===== src/rtl/downsampler_pkg.sv =====
// Shared types and helpers for the TDM frame downsampler.
package downsampler_pkg;

    localparam int RATE_W_DEFAULT = 16;
    localparam int RATE_RESET     = 1;

    typedef logic [RATE_W_DEFAULT-1:0] rate_t;

    // Channel index width; a single-channel build still needs one bit.
    function automatic int chan_idx_w(input int num_channels);
        return (num_channels > 1) ? $clog2(num_channels) : 1;
    endfunction

endpackage


===== src/rtl/axis_skid_buffer.sv =====
// Two-entry AXI-Stream skid buffer carrying {tdata, tlast}; owns the output registers.
module axis_skid_buffer #(
    parameter int DATA_WIDTH = 16
) (
    input  logic                         clk,
    input  logic                         reset,
    input  logic signed [DATA_WIDTH-1:0] s_tdata,
    input  logic                         s_tlast,
    input  logic                         s_tvalid,
    output logic                         s_tready,
    output logic signed [DATA_WIDTH-1:0] m_tdata,
    output logic                         m_tlast,
    output logic                         m_tvalid,
    input  logic                         m_tready
);

    logic signed [DATA_WIDTH-1:0] out_data_p1;
    logic signed [DATA_WIDTH-1:0] skid_data_p1;
    logic                         out_last_p1;
    logic                         skid_last_p1;
    logic                         out_vld_p1;
    logic                         skid_vld_p1;
    logic                         push;
    logic                         pop;

    // Ready is registered-only, so upstream never sees a combinational path from m_tready.
    assign s_tready = !skid_vld_p1;
    assign push     = s_tvalid && s_tready;
    assign pop      = out_vld_p1 && m_tready;

    // Output stage (p1): skid entry refills the output slot before new input does.
    always_ff @(posedge clk or posedge reset) begin
        if (reset) begin
            out_vld_p1   <= 1'b0;
            skid_vld_p1  <= 1'b0;
            out_data_p1  <= '0;
            out_last_p1  <= 1'b0;
            skid_data_p1 <= '0;
            skid_last_p1 <= 1'b0;
        end else if (!out_vld_p1 || pop) begin
            if (skid_vld_p1) begin
                out_data_p1 <= skid_data_p1;
                out_last_p1 <= skid_last_p1;
                out_vld_p1  <= 1'b1;
                skid_vld_p1 <= 1'b0;
            end else if (push) begin
                out_data_p1 <= s_tdata;
                out_last_p1 <= s_tlast;
                out_vld_p1  <= 1'b1;
            end else begin
                out_vld_p1  <= 1'b0;
            end
        end else if (push) begin
            skid_data_p1 <= s_tdata;
            skid_last_p1 <= s_tlast;
            skid_vld_p1  <= 1'b1;
        end
    end

    assign m_tdata  = out_data_p1;
    assign m_tlast  = out_last_p1;
    assign m_tvalid = out_vld_p1;

endmodule


===== src/rtl/downsampler_variable_mc.sv =====
// Frame-aligned runtime-programmable TDM downsampler: keeps one N-channel frame per R.
// Optional DOWNSAMPLER_PHASE_EN adds a programmable kept-frame phase within the window.
module downsampler_variable_mc
    import downsampler_pkg::*;
#(
    parameter int DATA_WIDTH_INP  = 16,
    parameter int DATA_WIDTH_RATE = 16,
    parameter int NUM_CHANNELS    = 2
) (
    input  logic                              clk,
    input  logic                              reset,
    input  logic signed [DATA_WIDTH_INP-1:0]  s_axis_in_tdata,
    input  logic                              s_axis_in_tvalid,
    output logic                              s_axis_in_tready,
    input  logic        [DATA_WIDTH_RATE-1:0] s_axis_rate_tdata,
    input  logic                              s_axis_rate_tvalid,
`ifdef DOWNSAMPLER_PHASE_EN
    input  logic        [DATA_WIDTH_RATE-1:0] s_axis_phase_tdata,
`endif
    output logic signed [DATA_WIDTH_INP-1:0]  m_axis_out_tdata,
    output logic                              m_axis_out_tvalid,
    input  logic                              m_axis_out_tready,
    output logic                              m_axis_out_tlast
);

    localparam int                   CW       = chan_idx_w(NUM_CHANNELS);
    localparam logic [CW-1:0]        LAST_CH  = CW'(NUM_CHANNELS - 1);
    localparam logic [DATA_WIDTH_RATE-1:0] RATE_ONE = DATA_WIDTH_RATE'(RATE_RESET);

    logic [CW-1:0]              chan_idx;
    logic [DATA_WIDTH_RATE-1:0] frame_cnt;
    logic [DATA_WIDTH_RATE-1:0] rate_buf;
    logic [DATA_WIDTH_RATE-1:0] rate_pending;
    logic                       pend;

    logic                       hs;
    logic                       commit;
    logic                       last_ch;
    logic                       keep;
    logic [DATA_WIDTH_RATE-1:0] rate_cur;
    logic [DATA_WIDTH_RATE-1:0] rate_m1;
    logic [DATA_WIDTH_RATE-1:0] frame_eval;
    logic [DATA_WIDTH_RATE-1:0] keep_idx;

    assign hs      = s_axis_in_tvalid && s_axis_in_tready;
    assign commit  = hs && (chan_idx == '0) && pend;
    assign last_ch = (chan_idx == LAST_CH);

    // A committing handshake already runs under the new rate, as frame 0 of the new window.
    assign rate_cur   = commit ? rate_pending : rate_buf;
    assign rate_m1    = (rate_cur == '0) ? '0 : rate_cur - RATE_ONE;
    assign frame_eval = commit ? '0 : frame_cnt;

`ifdef DOWNSAMPLER_PHASE_EN
    logic [DATA_WIDTH_RATE-1:0] phase_buf;
    logic [DATA_WIDTH_RATE-1:0] phase_pending;
    logic [DATA_WIDTH_RATE-1:0] phase_cur;

    assign phase_cur = commit ? phase_pending : phase_buf;
    assign keep_idx  = (phase_cur < rate_m1) ? phase_cur : rate_m1;

    always_ff @(posedge clk or posedge reset) begin
        if (reset) begin
            phase_buf     <= '0;
            phase_pending <= '0;
        end else begin
            if (s_axis_rate_tvalid) begin
                phase_pending <= s_axis_phase_tdata;
            end
            if (commit) begin
                phase_buf <= phase_pending;
            end
        end
    end
`else
    assign keep_idx = rate_m1;
`endif

    assign keep = (frame_eval == keep_idx);

    // Input stage (p0): frame counters and rate commit on accepted samples.
    always_ff @(posedge clk or posedge reset) begin
        if (reset) begin
            chan_idx     <= '0;
            frame_cnt    <= '0;
            rate_buf     <= RATE_ONE;
            rate_pending <= RATE_ONE;
            pend         <= 1'b0;
        end else begin
            if (hs) begin
                if (last_ch) begin
                    chan_idx  <= '0;
                    frame_cnt <= (frame_eval >= rate_m1) ? '0 : frame_eval + RATE_ONE;
                end else begin
                    chan_idx  <= chan_idx + CW'(1);
                    frame_cnt <= frame_eval;
                end
            end
            if (commit) begin
                rate_buf <= rate_pending;
            end
            // A write coinciding with a commit stays pending for the next frame boundary.
            if (s_axis_rate_tvalid) begin
                rate_pending <= s_axis_rate_tdata;
                pend         <= 1'b1;
            end else if (commit) begin
                pend <= 1'b0;
            end
        end
    end

    axis_skid_buffer #(
        .DATA_WIDTH (DATA_WIDTH_INP)
    ) u_skid (
        .clk      (clk),
        .reset    (reset),
        .s_tdata  (s_axis_in_tdata),
        .s_tlast  (last_ch),
        .s_tvalid (hs && keep),
        .s_tready (s_axis_in_tready),
        .m_tdata  (m_axis_out_tdata),
        .m_tlast  (m_axis_out_tlast),
        .m_tvalid (m_axis_out_tvalid),
        .m_tready (m_axis_out_tready)
    );

endmodule


===== config.mk =====
export PLATFORM = sky130hd
export DESIGN_NAME = downsampler_variable_mc
export DESIGN_NICKNAME = d
export VERILOG_FILES = /design/src/rtl/downsampler_pkg.sv /design/src/rtl/axis_skid_buffer.sv /design/src/rtl/downsampler_variable_mc.sv
export SDC_FILE = /design/constraint.sdc
export NUM_CORES = 1
export LEC_CHECK = 0
export ABC_AREA = 1
export CELL_PAD_IN_SITES_DETAIL_PLACEMENT = 1
export CELL_PAD_IN_SITES_GLOBAL_PLACEMENT = 1
export CORE_MARGIN = 8
export CORE_UTILIZATION = 43
export DETAILED_ROUTE_END_ITERATION = 8
export GPL_ROUTABILITY_DRIVEN = 0
export PLACE_DENSITY_LB_ADDON = 0.1
export SLEW_MARGIN = 20
export SYNTH_ARGS = -nofsm -noshare
export SYNTH_HDL_FRONTEND = slang
export SYNTH_SLANG_ARGS = --single-unit

===== constraint.sdc =====
create_clock -name clk -period 4.5 [get_ports clk]
set_input_delay 0.9 -clock clk [delete_from_list [all_inputs] [get_ports clk]]
set_output_delay 0.9 -clock clk [all_outputs]
set_load 0.01 [all_outputs]

==> metrics.md, run 1 <==
| Metric | Value |
|---|---|
| Run status | `completed` |
| Wire length of the first global-routing pass | `24.3 mm` |
| Worst vdd rail ir drop | `0.288 mV` |
| Highest clock frequency the design can meet | `252 MHz` |
| Max stage delay on crit path | `530 ps` |
| Synth Net Count | `719` |
| Pin slew with the least headroom to its limit | `872 ps` |
| Worst reg2reg path startpoint | `chan_idx` |
| Die Width | `~130 um` |
| Antenna fix cells | `0` |
| Layout net count | `775` |
| Area growth from synthesis to final layout | `19.0%` |
| Most frequent cells in the layout | `sky130_fd_sc_hd__nand2_1 (188), sky130_fd_sc_hd__dfrtp_1 (84), sky130_fd_sc_hd__inv_1 (78), sky130_fd_sc_hd__nand3_1 (64), sky130_fd_sc_hd__clkdlybuf4s50_1 (55)` |
| Clock Latency Late Sink | `360 ps` |
| Via count | `4,520` |
| Crit Path Max Fanout | `29` |
| Setup slack of the worst register-to-register path | `about 630 ps` |
| Cell type group with the largest total delay on the critical path | `simple AND/OR/NAND/NOR gates` |
| Area of the die | `0.0161 mm2` |
| Mean Syn Cell Area | `7.99 um2` |
| Die Ht | `roughly 130 um` |
| Clock tree from TritonCTS | `done` |
| # IOs | `56` |
| Number of synthesized flops with an enable pin | `0` |
| Buffering stage count on the worst path with inverters included | `4` |
| Starting utilization of the core area | `44.1%` |
| Final wirelength | `14.3 mm` |
| Drt first pass iters | `4` |
| Inserted Clock Buffers | `9` |
| Unrepaired setup endpoints after global routing | `false` |
| Cell depth of the worst min-delay path | `2` |
| Post-cts gate resize count | `0` |
| Post-CTS Setup Inserts | `0` |
| Clock root cell | `sky130_fd_sc_hd__clkbuf_16` |
| DRC marker count from the first detailed-route iteration | `roughly 200` |
| CTS H-tree lvls | `3` |
| Minimum clock period | `around 4000 ps` |
| Worst R2R End | `u_skid.skid_data_p1[7]` |
| Worst path cell trace | `clkdlybuf4s50_1 > nand4_2 > buf_12 > nand2_1 > nand2_1 > nor2_2 > nand2_1 > nor2_4 > nand2_1 > nand2_1 > nand3_1 > ha_1 > nand2_1 > inv_1 > nand3_1 > nor2_1 > nand3_1 > nor2_4 > buf_12 > mux2_2` |
| Port buffer count | `between 50 and 60` |
| Lkg Pwr | `3.21 nW` |
| Final-report hold violation count | `0` |
| Worst Hold Path EP | `rate_pending[14]` |
| CP max stage cell | `sky130_fd_sc_hd__clkdlybuf4s50_1` |
| Number of setup violations in the final report | `0` |
| Cell variety after synth | `37` |
| Worst Hold Launch | `rate_pending[14]` |
| Pre-CTS worst setup slack | `between 150 and 200 ps` |
| Aggregate global routing overflow | `0` |
| Worst slew margin relative to its limit | `41.7%` |
| Part of the cycle the worst path needs | `88.3%` |
| Sequential element share of the synthesized area | `40.7%` |
| Floorplan Core Area | `0.0120 mm2` |
| Pin count of the biggest net entering global routing | `35` |
| Clock-pin slew on the worst setup and hold paths | `70 ps` |
| DRC | `0` |
| Syn Std Cell Area | `about 0.0053 mm2` |
| Number of standard cells after synthesis | `between 600 and 700` |
| Worst path setup slack after routing | `527 ps` |
| Commonest non-fill, non-tap cell in the layout | `sky130_fd_sc_hd__nand2_1` |
| Number of warning messages in the yosys log | `0` |
| Pins over their slew limit | `0` |
| Endpoint kind of the worst setup timing path | `register` |
| Category of the most critical setup path | `input pin to register` |
| Summed negative setup slack over all endpoints | `0 ps` |
| Arrival time of data at the critical path endpoint | `about 4200 ps` |
| Proportion of layout cells with a drive suffix above 1 | `13.0%` |
| Via count of the first global-routing pass | `4,902` |
| Num rows | `40` |
| Average wire length per cell after detail routing | `16.4 um` |
| Worst-case clock skew | `~12 ps` |
| Library cell appearing most often on the critical path | `sky130_fd_sc_hd__nand2_1` |
| Hpwl dp | `11.1 mm` |
| Count of max-cap constraint violations | `0` |
| Global-route total usage across every layer | `around a fifth` |
| Synth Flop Type | `sky130_fd_sc_hd__dfrtp_1` |
| Hold Buf Count CTS | `0` |
| Worst Setup Start Kind | `input pin` |
| Register bit total from synthesis | `86` |
| Power density over the cells | `around 380 mW/mm2` |
| Antenna violations before repair | `0` |
| Hold Crit Class | `register to register` |
| # clock sinks | `86` |
| Req. time, crit path | `4730 ps` |
| Post-synthesis async set-or-reset flop share | `100%` |
| Buffer depth of the longest clock path | `2` |
| Vias per cell | `roughly 5.2` |
| Antenna-violating nets left | `0` |
| Path depth of the worst reg2reg path | `19` |
## flip-flops by register name (all words and copies together), names as in the netlist, named ones only
register and count:
u_skid.m_tvalid 1, frame_cnt 16, chan_idx 1, u_skid.skid_data_p1 16, pend 1, u_skid.m_tlast 1, rate_buf 15, u_skid.skid_vld_p1 1
rate_pending 16, u_skid.skid_last_p1 1, u_skid.m_tdata 16
## Yosys cell counts (3+ instances only)
cell type                  instances  area share, %
sky130_fd_sc_hd__nor2_1           33            2.3
sky130_fd_sc_hd__nand3_1          64            6.0
sky130_fd_sc_hd__inv_2             3           0.21
sky130_fd_sc_hd__mux2_1            3           0.64
sky130_fd_sc_hd__xor2_1            7            1.2
sky130_fd_sc_hd__inv_1            79            5.6
sky130_fd_sc_hd__nand4_1          20            2.4
sky130_fd_sc_hd__ha_1             19            4.5
sky130_fd_sc_hd__dfrtp_1          84             40
sky130_fd_sc_hd__buf_2             6           0.57
sky130_fd_sc_hd__nor2_4           11            2.3
sky130_fd_sc_hd__o21ai_0          44            4.2
sky130_fd_sc_hd__nor2_2            8           0.94
sky130_fd_sc_hd__nand3_2           3           0.57
sky130_fd_sc_hd__nand2_2          13            1.5
sky130_fd_sc_hd__nand2_1         188             13
sky130_fd_sc_hd__clkbuf_1          7           0.50
sky130_fd_sc_hd__a21oi_1           9           0.85
sky130_fd_sc_hd__buf_6             5            1.1
sky130_fd_sc_hd__buf_4             5           0.71
sky130_fd_sc_hd__mux2i_1          16            3.0
sky130_fd_sc_hd__mux2_2           13            2.8
## worst min-delay path: stages, from the launching register on
cell,delay [ps]
sky130_fd_sc_hd__dfrtp_1,350
sky130_fd_sc_hd__nand2_1,60
sky130_fd_sc_hd__nand2_1,50
## metrics by stage
step	hold WS (ps)	util (%)	cell area (um2)	cells	total power [mW]
after floorplan	442	-	5300	663	1.44
after global placement	464	50.0	6000	855	1.63
after detailed placement	473	50.0	6000	855	1.66
after CTS	489	52.5	6310	871	2.42
after global routing	517	52.5	6310	871	2.55
final	491	52.5	6310	871	2.40
## per-layer routing
layer | vias up | GRT usage, % | share of wire (%)
met3 | 20 | 3.83 | 2.8
met4 | 0 | 7.14 | 2.2
li1 | 2242 | - | -
met1 | 2196 | 23.6 | 47
met5 | - | 0 | 0
met2 | 62 | 31.3 | 48
## area by class of cell
| type | count | area [um2] |
|---|---|---|
| clock buffers | 9 | 225 |
| fillers | 1466 | 5700 |
| repair buffers | 70 | 688 |
| well taps | 147 | 184 |
| clock inverters | 7 | 78.8 |
| flip-flops and latches | 86 | 2150 |
| multi-input cells | 470 | 2670 |
| inverters | 82 | 309 |
## kinds of logic after synthesis
group | count (synthesis) | synth area share [%]
AOI/OAI and AO/OA | 61 | 6.04
xor gates and xnor gates | 7 | 1.16
and+or+nand+nor | 351 | 32.2
adders and majority gates | 19 | 4.49
muxes | 32 | 6.42
DFF | 86 | 40.7
buffers and inverters | 107 | 8.99
## report_power, final
part | total (mW) | switching [mW] | internal, mW
registers | 0.920 | 0.0651 | 0.855
logic | 0.724 | 0.463 | 0.260
clock network | 0.755 | 0.361 | 0.394
total | 2.40 | 0.890 | 1.51
## how the worst max path moves through the flow
stage | start | to | slack (ps) | cells after the start
2_1_floorplan | s_axis_in_tvalid | u_skid.skid_data_p1[0] | 800 | 18
3_3_place_gp | s_axis_in_tvalid | u_skid.skid_data_p1[0] | 250 | 18
3_5_place_dp | s_axis_in_tvalid | u_skid.skid_data_p1[5] | 150 | 18
4_1_cts | s_axis_in_tvalid | u_skid.skid_data_p1[7] | 520 | 20
5_1_grt | s_axis_in_tvalid | u_skid.m_tdata[4] | 220 | 20
6_report | s_axis_in_tvalid | u_skid.skid_data_p1[7] | 530 | 20
(Power assumes the default switching activity.)
==> inputs of run 2 (changes only) <==
--- a/config.mk
+++ b/config.mk
@@ -9,7 +9,7 @@
 export CELL_PAD_IN_SITES_DETAIL_PLACEMENT = 1
 export CELL_PAD_IN_SITES_GLOBAL_PLACEMENT = 1
 export CORE_MARGIN = 8
-export CORE_UTILIZATION = 43
+export CORE_UTILIZATION = 39
 export DETAILED_ROUTE_END_ITERATION = 8
 export GPL_ROUTABILITY_DRIVEN = 0
 export PLACE_DENSITY_LB_ADDON = 0.1
==> constraint.sdc (replaced) <==
create_clock -name clk -period 3.49 [get_ports clk]
set_input_delay 0.698 -clock clk [delete_from_list [all_inputs] [get_ports clk]]
set_output_delay 0.698 -clock clk [all_outputs]
set_load 0.01 [all_outputs]
==> metrics.md, run 2 (synthesis results as in run 1) <==
| Metric | Value |
|---|---|
| Lkg Pwr | `3.59 nW (+12%)` |
| Pre-CTS worst setup slack | `-686 ps (-838 ps)` |
| Worst path cell trace | `inv_2 > nand2_2 > nor2_4 > buf_12 > clkbuf_16 > nand3_1 > nand2_2 > nand2_2 > nor2_4 > nand3_2 > nand2_1 > nand3_1 > ha_1 > nand4_1 > nor2_4 > nand3_4 > nor2_4 > buf_12 > mux2_2` |
| Buffer depth of the longest clock path | `2 (unchanged)` |
| Highest clock frequency the design can meet | `290 MHz` |
| Worst path setup slack after routing | `41.1 ps (-486 ps)` |
| Antenna fix cells | `0 (unchanged)` |
| Req. time, crit path | `3720 ps (-1010 ps)` |
| Port buffer count | `55 (unchanged)` |
| Wire length of the first global-routing pass | `25.2 mm (+3.8%)` |
| Minimum clock period | `3450 ps` |
| DRC marker count from the first detailed-route iteration | `216 (+9.6%)` |
| Antenna violations before repair | `0 (unchanged)` |
| Floorplan Core Area | `0.0132 mm2 (+10%)` |
| Category of the most critical setup path | `register to register` |
| Area of the die | `0.0176 mm2 (+8.9%)` |
| Number of setup violations in the final report | `0 (unchanged)` |
| Die Width | `133 um (+4.4%)` |
| Layout net count | `839 (+8.3%)` |
| Clock tree from TritonCTS | `done` |
| Max stage delay on crit path | `420 ps (-110 ps)` |
| Proportion of layout cells with a drive suffix above 1 | `24.1% (+11 points)` |
| Summed negative setup slack over all endpoints | `0 ps (unchanged)` |
| Crit Path Max Fanout | `9 (-69%)` |
| Via count | `4,874 (+7.8%)` |
| # IOs | `56 (unchanged)` |
| Global-route total usage across every layer | `17.5% (-1.3 points)` |
| Final wirelength | `16.3 mm (+14%)` |
| Commonest non-fill, non-tap cell in the layout | `sky130_fd_sc_hd__nand2_1` |
| # fillers | `1,590 (+8.5%)` |
| Arrival time of data at the critical path endpoint | `3680 ps (-530 ps)` |
| CTS H-tree lvls | `3 (unchanged)` |
| Worst slew margin relative to its limit | `34.0% (-7.7 points)` |
| CP max stage cell | `sky130_fd_sc_hd__dfrtp_1` |
| Via count of the first global-routing pass | `5,089 (+3.8%)` |
| Count of max-cap constraint violations | `0 (unchanged)` |
| Cell type group with the largest total delay on the critical path | `simple AND/OR/NAND/NOR gates` |
| Average wire length per cell after detail routing | `16.9 um (+2.9%)` |
| Part of the cycle the worst path needs | `a little over nine tenths` |
| Layout Utilization | `54.3% (+1.7 points)` |
| Final-report hold violation count | `0 (unchanged)` |
| Worst vdd rail ir drop | `0.236 mV (-18%)` |
| Clock root cell | `sky130_fd_sc_hd__clkbuf_16` |
| Switching part of the total | `35.5% (-1.6 points)` |
| Pin slew with the least headroom to its limit | `987 ps (+115 ps)` |
| P_int | `2.28 mW (+51%)` |
| Share of total power in sequential cells | `33.5% (-4.8 points)` |
| Clock Latency Late Sink | `360 ps (about the same)` |
| Num rows | `42 (+5.0%)` |
| Worst Setup Start Kind | `register` |
| Library cell appearing most often on the critical path | `sky130_fd_sc_hd__nor2_4` |
| Aggregate global routing overflow | `0 (unchanged)` |
| Drt first pass iters | `4 (unchanged)` |
| Starting utilization of the core area | `40.0% (-4.1 points)` |
| Run status | `completed` |
| Most frequent cells in the layout | `sky130_fd_sc_hd__nand2_1 (175), sky130_fd_sc_hd__dfrtp_1 (84), sky130_fd_sc_hd__inv_1 (78), sky130_fd_sc_hd__buf_4 (64)` |
| Pins over their slew limit | `0 (unchanged)` |
| Hpwl dp | `11.3 mm (+2.3%)` |
| Area growth from synthesis to final layout | `35.6%` |
| Endpoint kind of the worst setup timing path | `register` |
| Power density over the cells | `492 mW/mm2 (+29%)` |
| Pin count of the biggest net entering global routing | `39 (+11%)` |
| Buffering stage count on the worst path with inverters included | `4 (unchanged)` |
| Net switching power | `1.25 mW (+41%)` |
| Unrepaired setup endpoints after global routing | `true` |
| Part of the total power dissipated in combinational logic | `36.4% (+6.2 points)` |
| Overall Power | `3.53 mW (+47%)` |
| Inserted Clock Buffers | `9 (unchanged)` |
| Hold WS | `489 ps (-2.01 ps)` |
| DRC | `0 (unchanged)` |
| Fraction of power consumed by the clock network | `30.1% (-1.4 points)` |
| Vias per cell | `5.06 (-2.6%)` |
| Antenna-violating nets left | `0 (unchanged)` |
| Die Ht | `133 um (+4.4%)` |
| # clock sinks | `86 (unchanged)` |
| Clock-pin slew on the worst setup and hold paths | `70 ps (about the same)` |
| Worst-case clock skew | `12.8 ps (+0.679 ps)` |
| Hold Crit Class | `register to register` |
==> run 2: cell count changes in the layout (fill, tap and decap cells not counted), moves of 6 or more <==
cell / before / now
sky130_fd_sc_hd__nand2_2: 13 / 22
sky130_fd_sc_hd__mux2_4: 0 / 6
sky130_fd_sc_hd__nand3_2: 3 / 12
sky130_fd_sc_hd__buf_4: 13 / 64
sky130_fd_sc_hd__nand2_1: 188 / 175
sky130_fd_sc_hd__nand3_1: 64 / 54
==> run 2: final cells by class <==
class | instances | area (um2) | share of cell area (%)
Clock buffer | 11 | 233 | 3.24
Clock inverter | 5 | 83.8 | 1.17
Inverter | 82 | 309 | 4.30
Multi-Input combinational cell | 471 | 2900 | 40.4
Sequential cell | 86 | 2150 | 30.0
Tap cell | 176 | 220 | 3.06
Timing Repair Buffer | 133 | 1290 | 17.9
==> run 2: tightest hold or removal path, stage by stage, from the launching register on <==
cell                      delay (ps)
sky130_fd_sc_hd__dfrtp_1         340
sky130_fd_sc_hd__nand2_1          50
sky130_fd_sc_hd__o21ai_0          60
==> run 2: timing repair <==
item                                    in CTS  in global routing
cloned                                       0                  6
hold buffers                                 0                  0
gates resized for setup                      7                 48
pin swaps                                    2                  5
endpoints found under the setup margin      49                 50
buffers inserted                             0                 11
endpoints found under the hold margin        0                  0
==> run 2: final timing paths <==
kind                                          from                      to  slack [ps]  cells past startpoint
worst min-delay path             u_skid.m_tdata[5]       u_skid.m_tdata[5]         490                      2
worst max-delay path            u_skid.skid_vld_p1  u_skid.skid_data_p1[0]          40                     19
worst min register to register   u_skid.m_tdata[5]       u_skid.m_tdata[5]         490                      2
max in group asynchronous                    reset             rate_buf[0]        1970                      3
worst max register to register  u_skid.skid_vld_p1  u_skid.skid_data_p1[0]          40                     19
min in group asynchronous                    reset         rate_pending[1]         770                      2
==> run 2: metrics by stage <==
stage / cell area [um2] / std cells
finish: 7190 / 964
global route: 7190 / 964
CTS: 6800 / 947
detailed placement: 6450 / 931
global placement: 6450 / 931
floorplan: 5310 / 663
==> run 2: layer usage <==
layer  wire (um)  vias up  global-route usage [%]
met4         427        0                    6.25
met2        7990       65                    29.6
met3         395       28                    2.84
li1            -     2378                       -
met1        7460     2403                    22.1
met5           0        -                       0
==> run 2: power groups by stage <==
stage | Combinational, mW | Clock, mW | Sequential (mW)
after floorplan | 0.681 | 0 | 1.18
after global placement | 1.07 | 0 | 1.19
after detailed placement | 1.12 | 0 | 1.20
after CTS | 1.14 | 1.08 | 1.18
after global routing | 1.43 | 1.12 | 1.20
final | 1.29 | 1.06 | 1.18
==> inputs of run 3 (changes only) <==
--- a/config.mk
+++ b/config.mk
@@ -5,11 +5,10 @@
 export SDC_FILE = /design/constraint.sdc
 export NUM_CORES = 1
 export LEC_CHECK = 0
-export ABC_AREA = 1
 export CELL_PAD_IN_SITES_DETAIL_PLACEMENT = 1
 export CELL_PAD_IN_SITES_GLOBAL_PLACEMENT = 1
 export CORE_MARGIN = 8
-export CORE_UTILIZATION = 39
+export CORE_UTILIZATION = 40
 export DETAILED_ROUTE_END_ITERATION = 8
 export GPL_ROUTABILITY_DRIVEN = 0
 export PLACE_DENSITY_LB_ADDON = 0.1
==> metrics.md, run 3 <==
| Metric | Value |
|---|---|
| Setup slack of the worst register-to-register path | `-190 ps (-230 ps)` |
| Proportion of layout cells with a drive suffix above 1 | `32.5% (+8.4 points)` |
| CTS H-tree lvls | `3 (unchanged)` |
| Port buffer count | `55 (unchanged)` |
| Layout net count | `630 (-25%)` |
| # IOs | `56 (unchanged)` |
| Area growth from synthesis to final layout | `39.5%` |
| Power density over the cells | `593 mW/mm2 (+21%)` |
| Layout Utilization | `56.4% (+2.1 points)` |
| Arrival time of data at the critical path endpoint | `3930 ps (+250 ps)` |
| Worst Hold Path EP | `u_skid.skid_last_p1` |
| Syn Std Cell Area | `0.00477 mm2 (-10%)` |
| Via count of the first global-routing pass | `4,367 (-14%)` |
| Inserted Clock Buffers | `9 (unchanged)` |
| Count of max-cap constraint violations | `0 (unchanged)` |
| Highest clock frequency the design can meet | `272 MHz (-6.4%)` |
| Post-synthesis async set-or-reset flop share | `100% (unchanged)` |
| Top area cells in the synthesized netlist | `sky130_fd_sc_hd__dfrtp_1 (44%), sky130_fd_sc_hd__mux2_2 (8.0%), sky130_fd_sc_hd__mux2i_1 (5.5%), sky130_fd_sc_hd__ha_1 (5.0%), sky130_fd_sc_hd__nand2_1 (4.1%)` |
| Wire length of the first global-routing pass | `22.1 mm (-12%)` |
| Cell variety after synth | `63 (+70%)` |
| Cell area reported after detailed placement | `0.00582 mm2 (-9.7%)` |
| Worst R2R End | `frame_cnt[12]` |
| Hpwl dp | `9.05 mm (-20%)` |
| Die Width | `125 um (-5.5%)` |
| Global-route total usage across every layer | `17.6% (+0.078 points)` |
| Pin slew with the least headroom to its limit | `814 ps (-173 ps)` |
| Minimum clock period | `3680 ps (+234 ps)` |
| Violated checks | `setup timing` |
| Overall Power | `3.95 mW (+12%)` |
| Most frequent cells in the layout | `sky130_fd_sc_hd__dfrtp_1 (84), sky130_fd_sc_hd__clkdlybuf4s50_1 (54), sky130_fd_sc_hd__nand2_1 (50), sky130_fd_sc_hd__buf_4 (44), sky130_fd_sc_hd__nor2_1 (35)` |
| Clock-pin slew on the worst setup and hold paths | `60 ps (about the same)` |
| Clock tree from TritonCTS | `done` |
| Crit Path Max Fanout | `6 (-3)` |
| Hold Crit Class | `register to register` |
| Floorplan Core Area | `0.0118 mm2 (-11%)` |
| Register bit total from synthesis | `86 (unchanged)` |
| Number of synthesized flops with an enable pin | `0 (unchanged)` |
| Pin count of the biggest net entering global routing | `48 (+23%)` |
| Pre-CTS worst setup slack | `-836 ps (-150 ps)` |
| Placed instance count | `685 (-26%)` |
| Clock root cell | `sky130_fd_sc_hd__clkbuf_16` |
| Endpoint kind of the worst setup timing path | `register` |
| Antenna fix cells | `0 (unchanged)` |
| Unrepaired setup endpoints after global routing | `true` |
| Path depth of the worst reg2reg path | `17 (-2)` |
| Sequential element share of the synthesized area | `45.1% (+4.5 points)` |
| Commonest non-fill, non-tap cell in the layout | `sky130_fd_sc_hd__dfrtp_1` |
| Final-report hold violation count | `0 (unchanged)` |
| Worst reg2reg path startpoint | `u_skid.skid_vld_p1` |
| Run status | `finished, violations left` |
| DRC marker count from the first detailed-route iteration | `149 (-31%)` |
| Number of setup violations in the final report | `50 (+50)` |
| Worst Setup Start Kind | `register` |
| Mean Syn Cell Area | `10.4 um2 (+30%)` |
| Hold Buf Count CTS | `0 (unchanged)` |
| Drt first pass iters | `7 (+3)` |
| Cell depth of the worst min-delay path | `2 (unchanged)` |
| Synth Net Count | `516 (-28%)` |
| Worst slew margin relative to its limit | `45.5% (+12 points)` |
| Via count | `3,903 (-20%)` |
| Antenna violations before repair | `0 (unchanged)` |
| Worst-case clock skew | `9.25 ps (-3.55 ps)` |
| Pins over their slew limit | `0 (unchanged)` |
| DRC | `0 (unchanged)` |
| Post-Layout Inst Area | `0.00666 mm2 (-7.3%)` |
| Num rows | `40 (-4.8%)` |
| Hold WS | `483 ps (-5.80 ps)` |
| Final standard cell count with taps included and fillers excluded | `726 (-25%)` |
| Worst vdd rail ir drop | `0.263 mV (+11%)` |
| Worst path setup slack after routing | `-193 ps (-234 ps)` |
| Final wirelength | `13.6 mm (-16%)` |
| Antenna-violating nets left | `0 (unchanged)` |
| Area of the die | `0.0157 mm2 (-11%)` |
| Commonest cells in the netlist | `sky130_fd_sc_hd__dfrtp_1 (84), sky130_fd_sc_hd__nand2_1 (52), sky130_fd_sc_hd__nor2_1 (40)` |
| Buffer depth of the longest clock path | `2 (unchanged)` |
| Aggregate global routing overflow | `0 (unchanged)` |
| # clock sinks | `86 (unchanged)` |
| Average wire length per cell after detail routing | `18.8 um (+11%)` |
| Category of the most critical setup path | `register to register` |
| Part of the cycle the worst path needs | `106% (+6.7 points)` |
| Lkg Pwr | `2.90 nW (-19%)` |
| Number of warning messages in the yosys log | `0 (unchanged)` |
| Top cell type's share of synthesized area | `44.0% (+4.4 points)` |
| Leading area contributor after synthesis | `sky130_fd_sc_hd__dfrtp_1` |
| Req. time, crit path | `3740 ps (+20 ps)` |
| Vias per cell | `5.38 (+6.3%)` |
| Clock Latency Late Sink | `350 ps (about the same)` |
| Summed negative setup slack over all endpoints | `-5500 ps (-5500 ps)` |
| Count leader, synth | `sky130_fd_sc_hd__dfrtp_1` |
| Worst Hold Launch | `u_skid.skid_last_p1` |
| Die Ht | `125 um (-5.5%)` |
| Number of standard cells after synthesis | `460 (-31%)` |
| Synth Flop Type | `sky130_fd_sc_hd__dfrtp_1` |
| Starting utilization of the core area | `40.4% (+0.38 points)` |
run 3: changes by cell type after synthesis, sizes merged, moves of 8 or more:
| cell | delta |
|---|---|
| a21oi | +21 |
| and2 | +14 |
| nor3 | +13 |
| inv | -64 |
| xnor2 | +10 |
| nand2 | -151 |
| o21ai | -30 |
| mux2 | +18 |
| nor2 | -8 |
| mux2i | +12 |
| nand3 | -58 |
| nand4 | -14 |
run 3: what timing repair did:
item	CTS	global route
pin swaps	22	15
setup endpoints to repair	52	50
gates cloned	3	0
setup buffers	16	7
resized for setup	46	25
run 3: kinds of logic (layout without fill, tap and decap cells):
logic type	count (synthesis)	after routing	synth area share [%]
flops	86	86	45.1
mux	62	62	14.2
fa+ha+maj	19	19	4.98
simple gates	177	177	20.2
compound gates	69	69	9.31
buf+inv	36	155	4.06
xor+xnor	11	11	2.02
run 3: metal layers:
metal  up-vias  share of wire [%]  wire (um)  GRT usage [%]
met2        67                 53       7300           31.0
met1      1971                 40       5500           20.0
li1       1843                  -          -              -
met3        22                4.0        541           4.04
met5         -                  0          0              0
met4         0                2.3        308           7.81
run 3: cell type report:
class                   count  area [um2]
clock buffers              11         233
clock inverters             5        28.8
fillers                  1255        5150
inverters                  18        68.8
multi-input cells         338        2780
flip-flops and latches     86        2150
well taps                 147         184
repair buffers            121        1210
run 3: power by group:
| group | total, mW | switching (mW) | internal (mW) |
|---|---|---|---|
| combinational | 1.79 | 0.909 | 0.877 |
| clock | 0.874 | 0.395 | 0.479 |
| sequential | 1.29 | 0.137 | 1.15 |
| total | 3.95 | 1.44 | 2.51 |
run 3: worst max path at each step:
stage	start	to
floorplan	s_axis_in_tvalid	frame_cnt[12]
global placement	s_axis_in_tvalid	frame_cnt[12]
detailed placement	s_axis_in_tvalid	frame_cnt[0]
CTS	chan_idx	u_skid.skid_data_p1[13]
global route	chan_idx	frame_cnt[12]
finish	u_skid.skid_vld_p1	frame_cnt[12]
run 3: critical path: stages, from the launching register on:
cell and delay [ps]:
sky130_fd_sc_hd__dfrtp_1 410, sky130_fd_sc_hd__and4bb_4 440, sky130_fd_sc_hd__mux2i_4 290, sky130_fd_sc_hd__ha_2 220, sky130_fd_sc_hd__o21a_1 160, sky130_fd_sc_hd__o211ai_4 120
sky130_fd_sc_hd__buf_6 160, sky130_fd_sc_hd__buf_4 130, sky130_fd_sc_hd__buf_4 130, sky130_fd_sc_hd__o21ai_2 50, sky130_fd_sc_hd__ha_1 260, sky130_fd_sc_hd__nand4_1 230
sky130_fd_sc_hd__nor3_2 60, sky130_fd_sc_hd__a22o_1 250, sky130_fd_sc_hd__nor3_4 200, sky130_fd_sc_hd__buf_6 180, sky130_fd_sc_hd__nor2_4 50, sky130_fd_sc_hd__o31ai_2 210
